--- config.mk ---
export PLATFORM = sky130hd
export DESIGN_NAME = dma_copier_flat
export DESIGN_NICKNAME = d
export VERILOG_FILES = /design/src/rtl/dma_pkg.sv /design/src/rtl/dma_copier_if.sv /design/src/rtl/dma_copier.sv /design/src/flat_wrapper.sv
export SDC_FILE = /design/constraint.sdc
export NUM_CORES = 1
export LEC_CHECK = 0
export CAP_MARGIN = 40
export CORE_MARGIN = 8
export CORE_UTILIZATION = 45
export DETAILED_ROUTE_END_ITERATION = 7
export PLACE_DENSITY = 0.73
export REMOVE_ABC_BUFFERS = 1
export SYNTH_ARGS = -nofsm -noshare
export SYNTH_HDL_FRONTEND = slang
export SYNTH_SLANG_ARGS = --single-unit
--- constraint.sdc ---
create_clock -name clk -period 8.7 [get_ports clk]
set_clock_uncertainty 0.2 [all_clocks]
set_input_delay 1.74 -clock clk [delete_from_list [all_inputs] [get_ports clk]]
set_output_delay 1.74 -clock clk [all_outputs]
set_load 0.03 [all_outputs]
--- src/rtl/dma_pkg.sv ---
// Shared definitions for the dma_copier block: FSM state encoding and bus word geometry.
package dma_pkg;

  typedef enum logic [1:0] {
    IDLE  = 2'd0,
    READ  = 2'd1,
    WRITE = 2'd2,
    DONE  = 2'd3
  } dma_state_e;

  localparam int unsigned WORD_BYTES = 4;
  localparam int unsigned DATA_W     = 32;
  localparam int unsigned DEF_LEN_W  = 16;

endpackage

--- src/rtl/dma_copier_if.sv ---
// Memory bus seen by the DMA copier: the initiator drives strobes/address/write data,
// the slave side returns combinational read data and a stall request.
interface dma_copier_if
  import dma_pkg::*;
#(
  parameter int ADDR_W = 32
);

  logic              rd;
  logic              wr;
  logic [ADDR_W-1:0] addr;
  logic [DATA_W-1:0] wdata;
  logic [DATA_W-1:0] rdata;
  logic              bus_wait;

  modport master (
    output rd, wr, addr, wdata,
    input  rdata, bus_wait
  );

  modport slave (
    input  rd, wr, addr, wdata,
    output rdata, bus_wait
  );

endinterface

--- src/rtl/dma_copier.sv ---
// Word-granular memory copier: READ/WRITE ping-pong on the shared bus, sticky irq on completion.
// Optional constant-fill mode (one write per cycle, no reads) is built when DMA_FILL_EN is defined.
module dma_copier
  import dma_pkg::*;
#(
  parameter int LEN_W  = DEF_LEN_W,
  parameter int ADDR_W = 32
) (
  input  logic              clk,
  input  logic              reset,
  input  logic              start,
  input  logic [ADDR_W-1:0] src,
  input  logic [ADDR_W-1:0] dst,
  input  logic [LEN_W-1:0]  len,
  input  logic              irq_clr,
`ifdef DMA_FILL_EN
  input  logic              fill,
  input  logic [DATA_W-1:0] fill_val,
`endif
  dma_copier_if.master      bus,
  output logic              busy,
  output logic              irq
);

  localparam logic [ADDR_W-1:0] ADDR_STEP = ADDR_W'(WORD_BYTES);
  localparam logic [LEN_W-1:0]  CNT_ONE   = LEN_W'(1);
  localparam logic [LEN_W-1:0]  CNT_ZERO  = LEN_W'(0);

  dma_state_e        state_q, state_d;
  logic [ADDR_W-1:0] src_q, src_d;
  logic [ADDR_W-1:0] dst_q, dst_d;
  logic [ADDR_W-1:0] addr_q, addr_d;
  logic [LEN_W-1:0]  cnt_q, cnt_d;
  logic [DATA_W-1:0] data_q, data_d;
  logic              rd_q, rd_d;
  logic              wr_q, wr_d;
  logic              busy_q, busy_d;
  logic              irq_q, irq_d;
  logic              fill_q, fill_d;

  logic              fill_in_s;
  logic [DATA_W-1:0] fill_val_s;
  logic [ADDR_W-1:0] src_al_s;
  logic [ADDR_W-1:0] dst_al_s;
  logic [ADDR_W-1:0] dst_inc_s;
  logic [LEN_W-1:0]  cnt_dec_s;

`ifdef DMA_FILL_EN
  assign fill_in_s  = fill;
  assign fill_val_s = fill_val;
`else
  assign fill_in_s  = 1'b0;
  assign fill_val_s = {DATA_W{1'b0}};
`endif

  // Byte addresses are forced onto word boundaries when latched.
  assign src_al_s  = {src[ADDR_W-1:2], 2'b00};
  assign dst_al_s  = {dst[ADDR_W-1:2], 2'b00};
  assign dst_inc_s = dst_q + ADDR_STEP;
  assign cnt_dec_s = cnt_q - CNT_ONE;

  // Next-state and next-output logic; strobes are decoded from the state being entered.
  always_comb begin
    state_d = state_q;
    src_d   = src_q;
    dst_d   = dst_q;
    addr_d  = addr_q;
    cnt_d   = cnt_q;
    data_d  = data_q;
    rd_d    = rd_q;
    wr_d    = wr_q;
    busy_d  = busy_q;
    fill_d  = fill_q;
    if (irq_clr) begin
      irq_d = 1'b0;
    end else begin
      irq_d = irq_q;
    end

    case (state_q)
      IDLE: begin
        rd_d = 1'b0;
        wr_d = 1'b0;
        if (start) begin
          src_d  = src_al_s;
          dst_d  = dst_al_s;
          cnt_d  = len;
          fill_d = fill_in_s;
          busy_d = 1'b1;
          if (len == CNT_ZERO) begin
            state_d = DONE;
          end else if (fill_in_s) begin
            state_d = WRITE;
            data_d  = fill_val_s;
            wr_d    = 1'b1;
            addr_d  = dst_al_s;
          end else begin
            state_d = READ;
            rd_d    = 1'b1;
            addr_d  = src_al_s;
          end
        end else begin
          state_d = IDLE;
        end
      end

      READ: begin
        if (!bus.bus_wait) begin
          data_d  = bus.rdata;
          src_d   = src_q + ADDR_STEP;
          state_d = WRITE;
          rd_d    = 1'b0;
          wr_d    = 1'b1;
          addr_d  = dst_q;
        end else begin
          state_d = READ;
        end
      end

      WRITE: begin
        if (!bus.bus_wait) begin
          dst_d = dst_inc_s;
          cnt_d = cnt_dec_s;
          if (cnt_dec_s == CNT_ZERO) begin
            state_d = DONE;
            wr_d    = 1'b0;
          end else if (fill_q) begin
            state_d = WRITE;
            addr_d  = dst_inc_s;
          end else begin
            state_d = READ;
            wr_d    = 1'b0;
            rd_d    = 1'b1;
            addr_d  = src_q;
          end
        end else begin
          state_d = WRITE;
        end
      end

      DONE: begin
        // Setting irq here after the clear above makes a same-cycle set win.
        state_d = IDLE;
        rd_d    = 1'b0;
        wr_d    = 1'b0;
        busy_d  = 1'b0;
        irq_d   = 1'b1;
      end

      default: begin
        state_d = IDLE;
        rd_d    = 1'b0;
        wr_d    = 1'b0;
        busy_d  = 1'b0;
      end
    endcase
  end

  // State and output registers with synchronous active-low reset.
  always_ff @(posedge clk) begin
    if (!reset) begin
      state_q <= IDLE;
      src_q   <= {ADDR_W{1'b0}};
      dst_q   <= {ADDR_W{1'b0}};
      addr_q  <= {ADDR_W{1'b0}};
      cnt_q   <= {LEN_W{1'b0}};
      data_q  <= {DATA_W{1'b0}};
      rd_q    <= 1'b0;
      wr_q    <= 1'b0;
      busy_q  <= 1'b0;
      irq_q   <= 1'b0;
      fill_q  <= 1'b0;
    end else begin
      state_q <= state_d;
      src_q   <= src_d;
      dst_q   <= dst_d;
      addr_q  <= addr_d;
      cnt_q   <= cnt_d;
      data_q  <= data_d;
      rd_q    <= rd_d;
      wr_q    <= wr_d;
      busy_q  <= busy_d;
      irq_q   <= irq_d;
      fill_q  <= fill_d;
    end
  end

  assign bus.rd    = rd_q;
  assign bus.wr    = wr_q;
  assign bus.addr  = addr_q;
  assign bus.wdata = data_q;
  assign busy      = busy_q;
  assign irq       = irq_q;

endmodule

--- src/flat_wrapper.sv ---
// flat-port wrapper written by rule: the top's interface ports become plain ports
module dma_copier_flat import dma_pkg::*;
#(
  parameter int LEN_W  = DEF_LEN_W,
  parameter int ADDR_W = 32
)
  (clk, reset, start, src, dst, len, irq_clr, busy, irq, bus_rd, bus_wr, bus_addr, bus_wdata, bus_rdata, bus_bus_wait);
  dma_copier_if #(.ADDR_W(ADDR_W)) bus_i ();
  input  logic clk;
  input  logic reset;
  input  logic start;
  input  logic [ADDR_W-1:0] src;
  input  logic [ADDR_W-1:0] dst;
  input  logic [LEN_W-1:0] len;
  input  logic irq_clr;
  output logic busy;
  output logic irq;
  output wire logic [$bits(bus_i.rd)-1:0] bus_rd;
  output wire logic [$bits(bus_i.wr)-1:0] bus_wr;
  output wire logic [$bits(bus_i.addr)-1:0] bus_addr;
  output wire logic [$bits(bus_i.wdata)-1:0] bus_wdata;
  input wire logic [$bits(bus_i.rdata)-1:0] bus_rdata;
  input wire logic [$bits(bus_i.bus_wait)-1:0] bus_bus_wait;
  assign bus_rd = bus_i.rd;
  assign bus_wr = bus_i.wr;
  assign bus_addr = bus_i.addr;
  assign bus_wdata = bus_i.wdata;
  assign bus_i.rdata = bus_rdata;
  assign bus_i.bus_wait = bus_bus_wait;
  dma_copier #(.LEN_W(LEN_W), .ADDR_W(ADDR_W)) u_core (.clk(clk), .reset(reset), .start(start), .src(src), .dst(dst), .len(len), .irq_clr(irq_clr), .bus(bus_i), .busy(busy), .irq(irq));
endmodule
Yosys cells after proc, flatten, opt, wreduce, memory -nomap -nowiden
Index checks and enable logic that the tools add are counted.

Equality and inequality tests: 8. Div/mod/pow operators: 0. Multipliers: 0. $add $sub $neg: 3. Bitwise gates (word level): 1. $lt $le $gt $ge: 0. Mux-type cells: 33. Reductions and logical operators: 16. Shift-type cells: 0.

Operators with widths (count): $mux W32 (9); $pmux W32 S2 (2); $pmux W32 S3 (1); $add A32 B3 Y32 const B (2); $logic_not A16 Y1 (2); $mux W16 (2); $pmux W16 S2 (1); $sub A16 B1 Y16 const B (1); $mux W2 (5); $ne A2 B2 Y1 const B (5); $mux W1 (9); $reduce_and A3 Y1 (3); $pmux W2 S4 (1); $reduce_bool A2 Y1 (4); $reduce_and A2 Y1 (3); $reduce_and A6 Y1 (1); $eq A2 B2 Y1 const B (2); $pmux W1 S4 (1); $pmux W1 S3 (1); $reduce_bool A3 Y1 (1); $eq A2 B1 Y1 const B (1); $logic_not A2 Y1 (1); $pmux W1 S2 (1); $reduce_or A2 Y1 (1); $not A1 Y1 (1).

Input bits: 117. RAM bits: 0. Bits in latches: 0. Logic and storage cells: 71. Output and inout bits: 68. ROM bits: 0. Memories kept: 0. Bits in registers: 150.

Longest topological paths before layout
Depth after elaboration: 5. Gate-level depth with buffers: 12. Mapped depth without buffers: 9.

Least setup slack after synthesis
No wires, ideal clock.

Kind: input to register. Start point: input bus_bus_wait. End point: register u_core.dst_q[10]. Path slack: 5.416 ns. Stages: 8. Setup time: 0.137 ns. Required time: 8.363 ns. Data arrival time: 2.946 ns. Path buffers: 3. Cells stage by stage: inv_1 > nor2_1 > nor2_1 > o21a_1 > clkbuf_1 > clkbuf_1 > clkbuf_1 > a211oi_1.

Word-level cells in the longest chain between the ends: 2.

Ends and longest elaborated chain: from (decl) (RTL line flat_wrapper.sv:23) `input wire logic [$bits(bus_i.bus_wait)-1:0] bus_bus_wait;`; $ne A2 B2 Y1 (no line); $reduce_and A3 Y1 (no line); to (signal assigned) (RTL line dma_copier.sv:164) `dst_q <= {ADDR_W{1'b0}};`; to (signal assigned) (RTL line dma_copier.sv:176) `dst_q <= dst_d;`; to (decl) (RTL line dma_copier.sv:31) `logic [ADDR_W-1:0] dst_q, dst_d;`.

No other way between the ends. A chain may end at the register's enable or synchronous reset.

Worst setup path in the final report
Start point: input len[0]. End point: register u_core.addr_q[30] (netlist: u_core.bus.addr[30]).

Word-level cells in the longest chain between the ends: 3.

Ends and longest elaborated chain: from (decl) (RTL line flat_wrapper.sv:14) `input logic [LEN_W-1:0] len;`; $logic_not A16 Y1 (RTL line dma_copier.sv:90) `if (len == CNT_ZERO) begin`; $ne A2 B2 Y1 (no line); $reduce_and A6 Y1 (no line); to (signal assigned) (RTL line dma_copier.sv:165) `addr_q <= {ADDR_W{1'b0}};`; to (signal assigned) (RTL line dma_copier.sv:177) `addr_q <= addr_d;`; to (decl) (RTL line dma_copier.sv:32) `logic [ADDR_W-1:0] addr_q, addr_d;`.

No other way between the ends.

==> impl_metrics.yaml <==
critical_path:
  required_ps: 8850
  cp_max_fo: 16
  endpoint_kind: "register"
  start_kind: "input port"
  cp.arrival_ps: 4240
  critical_path_class: "in -> reg"
  regToRegSetupSlack_ps: 4820
timing:
  fin_crit_ps: 4092
  slew_viol_final: 0
  fmax_ghz: 0.2444
  fin_setup_tns_ps: 0
  finalSetupViolCount: 0
  fin_crit_sh_pct: 47.04
  max_slew_margin_pct: 43.28
  worstMarginPinSlew_ps: 850.7
  holdWs_ps: 251.5
  rsz0062_at_grt: "false"
  hold_viol_final: 0
run:
  max_cap_violations: 0
clocking:
  clock_sinks: 145
  ctsHoldBuffers: 0
  clk_path_buf_depth: 2
  post_cts_resized: 0
  cts_buffers: 17
  clock_latency_ps: 430
  path_clk_slew_ps: 60
  h-tree-depth: 4
  cts_tree: "built"
  cts_setup_buffers: 0
  cts_root_buffer: "clkbuf_16"
hold_path:
  hold_class: "reg -> reg"
layout:
  antenna_cells: 0
  fin_area_um2: 10550
  syn_to_final_growth_pct: 31.42
  num-fill-cells: 1680
  final_nets: 1328
  drive_above_1_share_pct: 5.848
  fin_util_pct: 59.52
grt:
  grtUsageTotal_pct: 21.81
  grt_pass1_wl_um: 39780
  grt_pass1_vias: 7724
  grt.overflow.total: 0
  grt_max_degree: 83
  antenna_found_initial: 0
route:
  drc: 0
  drtIter0Drc: 744
  dr.pass1.iters: 5
  vias: 8382
  viasPerCell: 5.809
  drt-total-wl_um: 24690
  wl_per_cell_um: 17.11
  ant_nets: 0
floorplan:
  die_w_um: 149.5
  die_area_um2: 22360
  start_util_pct: 45.29
  rows: 49
  core_area_um2: 17720
  die_h_um: 149.5
  ios: 185
synth:
  ys_ff_latch: 145
  synth.distinct_cells: 64
  synth_cells: 1077
  ys_warn_count: 0
  ys_seq_area_share_pct: 36.17
  ys_async_sr_fraction_pct: 0
  syn_area_um2: 8025
  synthFlopType: "dfxtp_1"
  syn-mean-instance-area_um2: 7.451
  synth-edff-count: 0
placement:
  portBuffers: 180
  hpwl_um: 16750
  gp_congestion: 0.8670
  place_area_um2: 9889
run_status:
  run_status: "completed"
power_and_ir_drop:
  total_power_mw: 2.808
  p_leak_nw: 3.686
  power_density_nw_per_um2: 266.2
  irDropWorstVdd_mv: 0.1491
[state kept, by name, indices dropped and copies added (netlist names)]
register and cells:
u_core.src_q 30, u_core.irq 1, u_core.bus.wr 1, u_core.bus.rd 1
u_core.cnt_q 16, u_core.busy 1, u_core.state_q 2, u_core.dst_q 30
u_core.bus.wdata 32, u_core.bus.addr 31
[metrics by stage]
step	std cells	setup slack [ps]
finish	1443	4608
global route	1443	4435
CTS	1442	4588
detailed placement	1411	4169
global placement	1408	4192
floorplan	986	2926
[cell type report]
cell class / instances / area, um^2 / area share (%)
Clock inverter: 10 / 181.4 / 1.720
Tap cell: 229 / 286.5 / 2.717
Sequential cell: 145 / 2903 / 27.52
Timing Repair Buffer: 197 / 1969 / 18.67
Clock buffer: 21 / 470.5 / 4.461
Multi-Input combinational cell: 822 / 4664 / 44.23
Inverter: 19 / 71.32 / 0.6762
[cell families after synthesis]
group / count (synthesis) / synth area share, %
AOI/OAI and AO/OA: 334 / 25.68
xor gates and xnor gates: 4 / 0.5302
muxes: 41 / 5.145
and+or+nand+nor: 434 / 25.07
DFF: 145 / 36.17
buffers and inverters: 110 / 6.003
adders and majority gates: 9 / 1.403
[cell usage in the layout, fill, tap and decap left out, types with 8 or more instances in the layout]
cell type        synthesis  final
a21oi_1                127    127
inv_1                   19     18
nand4_1                 18     18
and2_1                   9      9
nor2_1                  72     72
a211oi_1                18     18
mux2i_1                 39     39
clkbuf_16                0     17
o22ai_1                 15     15
o21ai_1                  9      8
nand3_1                 30     30
nand2_1                213    213
a22oi_1                 44     44
nor3_1                  24     24
o211ai_1                33     33
nor4_1                  13     13
and3_1                  13     13
buf_4                    1     13
nor2b_1                 11     10
dfxtp_1                145    145
clkdlybuf4s50_1          0    179
o21ai_0                 47     47
[per-layer routing]
| metal | track usage (%) | wire length [um] | vias up |
|---|---|---|---|
| li1 | - | - | 4134 |
| met1 | 27.72 | 11080 | 3896 |
| met2 | 35.36 | 11290 | 312 |
| met3 | 5.503 | 1851 | 40 |
| met4 | 7.168 | 468 | 0 |
| met5 | 0 | 0 | - |
[worst paths after layout]
| kind | from | endpoint | cells past startpoint |
|---|---|---|---|
| worst min register to register | u_core.bus.wdata[8] | u_core.bus.wdata[8] | 2 |
| worst max register to register | u_core.cnt_q[0] | u_core.bus.addr[30] | 10 |
| worst min-delay path | u_core.bus.wdata[8] | u_core.bus.wdata[8] | 2 |
| worst max-delay path | len[0] | u_core.bus.addr[30] | 8 |
[cell usage after synthesis (all sizes together) (3+ instances only)]
cell	instances	share of area (%)
or2	4	0.31
o22ai	15	1.2
clkbuf	74	3.5
or3	5	0.39
a211oi	18	1.7
buf	17	1.7
and2	9	0.70
and3	13	1.0
nand4	18	1.4
or4	3	0.33
inv	19	0.89
nor3b	6	0.70
a21oi	127	7.9
a21o	3	0.28
o221ai	7	0.76
o21ai	56	3.5
nor2	72	3.4
o211ai	33	3.1
a31oi	6	0.47
mux2i	39	4.9
dfxtp	145	36
o21a	5	0.47
nand3	30	1.9
nor4	16	1.5
a22oi	44	4.1
o2bb2ai	4	0.44
nand2	214	10
ha	9	1.4
nor3	25	1.7
nor2b	11	0.86
[critical path: stages]
cell	delay [ps]
clkdlybuf4s50_1	440
nor4_1	360
nand4_1	210
nand2_1	140
a21oi_1	80
or3b_2	630
buf_4	410
mux2i_1	220
[power by group]
group / switching (mW) / internal (mW)
registers: 0.148 / 0.803
clock network: 0.293 / 0.529
logic: 0.610 / 0.425
Note: power is estimated with default switching activity, not from simulation.
